$ cat src/rtl/imem_loader_pkg.sv
// Shared types for the instruction-memory boot loader: FSM state encoding and
// the number of stream bytes per instruction word.
package imem_loader_pkg;

    typedef enum logic [2:0] {
        ST_IDLE,
        ST_LEN,
        ST_DATA,
        ST_WRITE,
        ST_CHECK,
        ST_DONE,
        ST_ERROR
    } state_t;

    localparam int IMEM_WORD_BYTES = 4;

endpackage

$ cat src/rtl/imem_loader_byte_assembler.sv
// Packs a big-endian byte stream into 32-bit words; word_ready flags the
// accepted byte that completes a word, with word_next holding that word.
module byte_assembler
    import imem_loader_pkg::*;
(
    input  logic        clk,
    input  logic        rst,
    input  logic        clear,
    input  logic        byte_en,
    input  logic [7:0]  byte_data,
    output logic [31:0] word_next,
    output logic        word_ready
);

    // Only the three most recent bytes are kept; the fourth arrives live.
    logic [23:0] asm_q, asm_d;
    logic [1:0]  idx_q, idx_d;

    always_comb begin
        word_next  = {asm_q, byte_data};
        word_ready = byte_en && (idx_q == 2'(IMEM_WORD_BYTES - 1));
        asm_d      = asm_q;
        idx_d      = idx_q;
        if (clear) begin
            asm_d = '0;
            idx_d = '0;
        end else if (byte_en) begin
            asm_d = word_next[23:0];
            idx_d = idx_q + 2'd1;
        end
    end

    always_ff @(posedge clk) begin
        if (!rst) begin
            asm_q <= '0;
            idx_q <= '0;
        end else begin
            asm_q <= asm_d;
            idx_q <= idx_d;
        end
    end

endmodule

$ cat src/rtl/imem_loader.sv
// Boot-time instruction-memory writer: length byte, then big-endian words,
// optional trailing XOR checksum when IMEM_LOADER_CHECKSUM_EN is defined.
//
// state    | meaning
// ST_IDLE  | out of reset, waiting for start, core held
// ST_LEN   | accepting the word-count byte L
// ST_DATA  | accepting data bytes into the assembler
// ST_WRITE | one-cycle imem write strobe, byte_ready low
// ST_CHECK | accepting the checksum byte (checksum build only)
// ST_DONE  | load succeeded, core released
// ST_ERROR | load failed, core held
module imem_loader
    import imem_loader_pkg::*;
#(
    parameter int ADDR_W = 6,
    parameter int WORDS  = 64
) (
    input  logic              clk,
    input  logic              rst,
    input  logic              start,
    input  logic              byte_valid,
    input  logic [7:0]        byte_data,
    output logic              byte_ready,
    output logic              imem_wren,
    output logic [ADDR_W-1:0] imem_wraddr,
    output logic [31:0]       imem_wrdata,
    output logic              cpu_rst,
    output logic              busy,
    output logic              done,
    output logic              error,
    output logic [7:0]        word_count
);

`ifdef IMEM_LOADER_CHECKSUM_EN
    localparam state_t ST_FIN = ST_CHECK;
    logic [7:0] csum_q, csum_d;
`else
    localparam state_t ST_FIN = ST_DONE;
`endif

    state_t            state_q, state_d;
    logic [7:0]        len_q, len_d;
    logic [ADDR_W-1:0] widx_q, widx_d;
    logic [7:0]        word_count_q, word_count_d;
    logic              imem_wren_q, imem_wren_d;
    logic [ADDR_W-1:0] imem_wraddr_q, imem_wraddr_d;
    logic [31:0]       imem_wrdata_q, imem_wrdata_d;
    logic              byte_ready_q, byte_ready_d;
    logic              busy_q, busy_d;
    logic              done_q, done_d;
    logic              error_q, error_d;
    logic              cpu_rst_q, cpu_rst_d;

    logic              xfer;
    logic              start_ok;
    logic [31:0]       word_next;
    logic              word_ready;

    assign xfer     = byte_valid && byte_ready_q;
    assign start_ok = start && (state_q == ST_IDLE || state_q == ST_DONE ||
                                state_q == ST_ERROR);

    byte_assembler u_asm (
        .clk        (clk),
        .rst        (rst),
        .clear      (start_ok),
        .byte_en    (xfer && state_q == ST_DATA),
        .byte_data  (byte_data),
        .word_next  (word_next),
        .word_ready (word_ready)
    );

    always_comb begin
        state_d       = state_q;
        len_d         = len_q;
        widx_d        = widx_q;
        word_count_d  = word_count_q;
        imem_wren_d   = 1'b0;
        imem_wraddr_d = imem_wraddr_q;
        imem_wrdata_d = imem_wrdata_q;
`ifdef IMEM_LOADER_CHECKSUM_EN
        csum_d        = csum_q;
`endif
        case (state_q)
            ST_IDLE, ST_DONE, ST_ERROR: begin
                if (start) begin
                    state_d      = ST_LEN;
                    word_count_d = '0;
                    widx_d       = '0;
`ifdef IMEM_LOADER_CHECKSUM_EN
                    csum_d       = '0;
`endif
                end
            end
            ST_LEN: begin
                if (xfer) begin
                    len_d = byte_data;
`ifdef IMEM_LOADER_CHECKSUM_EN
                    csum_d = byte_data;
`endif
                    if (byte_data == 8'd0)
                        state_d = ST_FIN;
                    else if (byte_data > 8'(WORDS))
                        state_d = ST_ERROR;
                    else
                        state_d = ST_DATA;
                end
            end
            ST_DATA: begin
                if (xfer) begin
`ifdef IMEM_LOADER_CHECKSUM_EN
                    csum_d = csum_q ^ byte_data;
`endif
                    if (word_ready) begin
                        state_d       = ST_WRITE;
                        imem_wren_d   = 1'b1;
                        imem_wraddr_d = widx_q;
                        imem_wrdata_d = word_next;
                    end
                end
            end
            ST_WRITE: begin
                widx_d       = widx_q + ADDR_W'(1);
                word_count_d = word_count_q + 8'd1;
                state_d      = (word_count_q + 8'd1 == len_q) ? ST_FIN : ST_DATA;
            end
`ifdef IMEM_LOADER_CHECKSUM_EN
            ST_CHECK: begin
                if (xfer)
                    state_d = (byte_data == csum_q) ? ST_DONE : ST_ERROR;
            end
`endif
            default: state_d = ST_IDLE;
        endcase

        // Status flags are registered decodes of the next state.
        byte_ready_d = (state_d == ST_LEN) || (state_d == ST_DATA) ||
                       (state_d == ST_CHECK);
        busy_d       = byte_ready_d || (state_d == ST_WRITE);
        done_d       = (state_d == ST_DONE);
        error_d      = (state_d == ST_ERROR);
        cpu_rst_d    = (state_d == ST_DONE);
    end

    always_ff @(posedge clk) begin
        if (!rst) begin
            state_q       <= ST_IDLE;
            len_q         <= '0;
            widx_q        <= '0;
            word_count_q  <= '0;
            imem_wren_q   <= 1'b0;
            imem_wraddr_q <= '0;
            imem_wrdata_q <= '0;
            byte_ready_q  <= 1'b0;
            busy_q        <= 1'b0;
            done_q        <= 1'b0;
            error_q       <= 1'b0;
            cpu_rst_q     <= 1'b0;
`ifdef IMEM_LOADER_CHECKSUM_EN
            csum_q        <= '0;
`endif
        end else begin
            state_q       <= state_d;
            len_q         <= len_d;
            widx_q        <= widx_d;
            word_count_q  <= word_count_d;
            imem_wren_q   <= imem_wren_d;
            imem_wraddr_q <= imem_wraddr_d;
            imem_wrdata_q <= imem_wrdata_d;
            byte_ready_q  <= byte_ready_d;
            busy_q        <= busy_d;
            done_q        <= done_d;
            error_q       <= error_d;
            cpu_rst_q     <= cpu_rst_d;
`ifdef IMEM_LOADER_CHECKSUM_EN
            csum_q        <= csum_d;
`endif
        end
    end

    assign byte_ready  = byte_ready_q;
    assign imem_wren   = imem_wren_q;
    assign imem_wraddr = imem_wraddr_q;
    assign imem_wrdata = imem_wrdata_q;
    assign cpu_rst     = cpu_rst_q;
    assign busy        = busy_q;
    assign done        = done_q;
    assign error       = error_q;
    assign word_count  = word_count_q;

endmodule

$ cat config.mk
export PLATFORM = sky130hd
export DESIGN_NAME = imem_loader
export DESIGN_NICKNAME = d
export VERILOG_FILES = /design/src/rtl/imem_loader_pkg.sv /design/src/rtl/imem_loader_byte_assembler.sv /design/src/rtl/imem_loader.sv
export SDC_FILE = /design/constraint.sdc
export NUM_CORES = 1
export LEC_CHECK = 0
export CORE_AREA = 8 8 131 133
export DETAILED_ROUTE_END_ITERATION = 6
export DIE_AREA = 0 0 139 141
export PLACE_DENSITY = 0.46
export SYNTH_ARGS = -nofsm -noshare
export SYNTH_HDL_FRONTEND = slang
export SYNTH_HIERARCHICAL = 1
export SYNTH_SLANG_ARGS = --single-unit
$ cat constraint.sdc
create_clock -name clk -period 4.7 [get_ports clk]
set_input_delay 0.705 -clock clk [delete_from_list [all_inputs] [get_ports clk]]
set_output_delay 0.705 -clock clk [all_outputs]
set_load 0.05 [all_outputs]
==> impl_metrics.ini <==
[flow_run]
maxCapViolCount = 0

[clock_network]
clockBufferDepth = 2
htreeDepth = 3
cts_sinks = 94
cts_setup_buffers = 0
cts_resized = 0
clk-insertion-delay-late_ps = 340
cts.clk_slew.worst_paths_ps = 60
cts_tree = yes
clockRootBuffer = clkbuf_16
hold_buffers = 0
cts_buffers = 9

[timing]
setup_violations = 0
holdWs_ps = 453.4
fin_worst_skew_ps = 8.434
fin_crit_sh_pct = 59.35
worstMarginPinSlew_ps = 1032
fmax_mhz = 358.5
relSlewSlack_pct = 31.21
hold_violations = 0
rsz0062_at_grt = false
min_period_ps = 2789
drv_slew = 0
setup-tns-final_ps = 0

[finish]
n_fill_cell = 1576
area_delta_synth_final_pct = 22.86
nets = 524
antenna-diode-count = 0
drive_above_1_share_pct = 6.420
instances_no_fill = 702

[outcome]
status = completed

[floorplan]
num_io_pins = 64
die_w_um = 139
initial_utilization_pct = 27.59
core_um2 = 14980
die_area_um2 = 19600
rows = 45
die_h_um = 141

[min_path]
whs_path_depth = 2
worstHoldEndpoint = imem_wrdata[31]$_SDFFE_PN0P_
min_from = imem_wrdata[31]$_SDFFE_PN0P_
hold_path.class = reg2reg

[synth]
yosysWarnings = 6
syn_avg_cell_area_um2 = 8.828
synth_xor_area_share_pct = 2.120
synth_top_family_by_area = simple AND/OR/NAND/NOR gates
yosys.area_share.simple_pct = 22.65
synth_compound_area_share_pct = 13.54
synth_edf_count = 0
yosysSeqAreaShare_pct = 45.55
ys_seq_elements = 94
synth_nets = 483
synthDistinctLibCells = 47
netlist_area_um2 = 4131
yosys.area_share.adder_pct = 0.9085
netlist_instances = 468
ys_dominant_reg_cell = dfxtp_1
async_flop_share_pct = 0
yosys-mux-area-fraction_pct = 8.752

[global_routing]
grt_pass1_vias = 3089
antenna_found_initial = 0
grt_pass1_wl_um = 16820
grt_start_max_net_pins = 67
grt.total_usage_pct = 10.69
grt-ovfl-total = 0

[setup_path]
cp_max_fo = 30
critPathArrivalTime_ps = 3070
r2r_end = cpu_rst$_SDFF_PN0_
rr_worst_depth = 9
worstSetupEndpointType = flip-flop
reg2reg_from = state_q[1]$_SDFF_PN0_
worstSetupPathType = in2reg
worst-endpoint-required_ps = 4980
rrSetupSlack_ps = 2140
worstSetupStartpointType = input port

[power_and_ir_drop]
p_leak_nw = 1.656
vdd_ir_drop_max_mv = 0.1780
p_per_area_nw_per_um2 = 316.7

[detailed_routing]
wl_per_cell_um = 14.52
dr.pass1.iters = 4
finalWirelength_um = 10200
vias_per_cell = 4.570
detail-route-antenna-nets = 0
drt_iter0_drc = 301
drc_errors = 0
vias = 3208

[placed_design]
gp_congestion = 0.7490
dp_cells = 686
dp_hpwl_um = 7195
io_buffers = 63
[logic make-up after synthesis]
family          Yosys count
compound gates           80
xor+xnor                 10
fa+ha+maj                 3
buf+inv                  44
flops                    94
mux                      36
simple gates            201
[worst max path at each step]
stage / start / depth (start not counted) / to
2_1_floorplan: byte_valid / 10 / imem_wrdata[17]$_SDFFE_PN0P_
3_3_place_gp: byte_valid / 10 / cpu_rst$_SDFF_PN0_
3_5_place_dp: byte_valid / 10 / cpu_rst$_SDFF_PN0_
4_1_cts: byte_valid / 10 / cpu_rst$_SDFF_PN0_
5_1_grt: byte_valid / 10 / cpu_rst$_SDFF_PN0_
6_report: byte_valid / 10 / cpu_rst$_SDFF_PN0_
[critical path, stage by stage]
cell             delay, ps
clkdlybuf4s50_1        460
nand2_1                110
nor3_2                 150
buf_4                  280
and2_1                 200
and2_1                 360
buf_4                  390
or3_1                  200
nand2b_1                70
a21oi_2                120
[sequential cells by signal, summed over array words and instances, names as in the netlist]
| signal | flops |
|---|---|
| busy | 1 |
| byte_ready | 1 |
| cpu_rst | 1 |
| error | 1 |
| imem_wraddr | 6 |
| imem_wrdata | 32 |
| imem_wren | 1 |
| len_q | 8 |
| state_q | 3 |
| u_asm/asm_q | 24 |
| u_asm/idx_q | 2 |
| widx_q | 6 |
| word_count | 8 |
[layer usage]
layer | vias to the layer above | part of all wire (%) | track usage [%]
met5 | - | 0 | 0
met4 | 0 | 2.1 | 5.199
met3 | 14 | 4.8 | 2.768
met2 | 64 | 43 | 16.07
met1 | 1475 | 50 | 13.95
li1 | 1655 | - | -
[power breakdown]
group	internal [mW]	leakage [nW]	switching, mW	total, mW
clock	0.393	0.141	0.310	0.704
sequential	0.802	0.758	0.00713	0.809
combinational	0.0391	0.758	0.0561	0.0952
total	1.23	1.66	0.374	1.61
[layout by cell type, fill, tap and decap left out, types with 4 or more instances in the layout]
| cell | n |
|---|---|
| and2_1 | 5 |
| nand3_1 | 11 |
| dfxtp_1 | 94 |
| nand2_1 | 92 |
| nor2b_1 | 11 |
| a21boi_0 | 24 |
| inv_1 | 5 |
| mux2i_1 | 35 |
| clkdlybuf4s50_1 | 62 |
| nand2b_1 | 4 |
| a31oi_1 | 5 |
| o21ai_0 | 9 |
| nor2_1 | 43 |
| buf_4 | 5 |
| nor3_1 | 7 |
| a21oi_1 | 7 |
| and3_1 | 4 |
| xnor2_1 | 8 |
| clkbuf_16 | 9 |
| or3_1 | 4 |
| a21boi_1 | 24 |
[synth_stat cells, types with 3 or more instances]
| cell type | number | area share [%] |
|---|---|---|
| or3_1 | 4 | 0.61 |
| xnor2_1 | 8 | 1.7 |
| a21boi_1 | 24 | 4.4 |
| and2_1 | 5 | 0.76 |
| clkbuf_1 | 18 | 1.6 |
| buf_4 | 10 | 1.8 |
| nor3_1 | 8 | 0.97 |
| mux2i_1 | 35 | 8.5 |
| nand2_1 | 92 | 8.4 |
| inv_1 | 5 | 0.45 |
| buf_6 | 4 | 1.1 |
| nor2_1 | 43 | 3.9 |
| a31oi_1 | 5 | 0.76 |
| nand2b_1 | 4 | 0.61 |
| nand3_1 | 11 | 1.3 |
| nor4_1 | 3 | 0.45 |
| a21boi_0 | 24 | 4.4 |
| o21ai_0 | 9 | 1.1 |
| dfxtp_1 | 94 | 46 |
| a21oi_1 | 7 | 0.85 |
| nor2b_1 | 11 | 1.7 |
| and3_1 | 4 | 0.61 |
| ha_1 | 3 | 0.91 |
| o211ai_1 | 3 | 0.55 |
[final cells by class]
| class | count | area [µm²] | area share (%) |
|---|---|---|---|
| Timing Repair Buffer | 68 | 663.1 | 13.06 |
| Clock inverter | 3 | 26.28 | 0.5176 |
| Tap cell | 188 | 235.2 | 4.634 |
| Inverter | 6 | 22.52 | 0.4437 |
| Sequential cell | 94 | 1882 | 37.07 |
| Clock buffer | 13 | 260.3 | 5.127 |
| Multi-Input combinational cell | 330 | 1987 | 39.14 |
[metrics by stage]
step           total power [mW]  utilization, %  setup slack (ps)  cell area (µm²)
2_1_floorplan            0.8975               -              2161             4131
3_3_place_gp             0.9241           31.98              1641             4790
3_5_place_dp             0.9238           31.98              1546             4790
4_1_cts                   1.635           33.89              1908             5076
5_1_grt                   1.673           33.89              1707             5076
6_report                  1.608           33.89              1911             5076
Power figures use the tool's default switching activity.
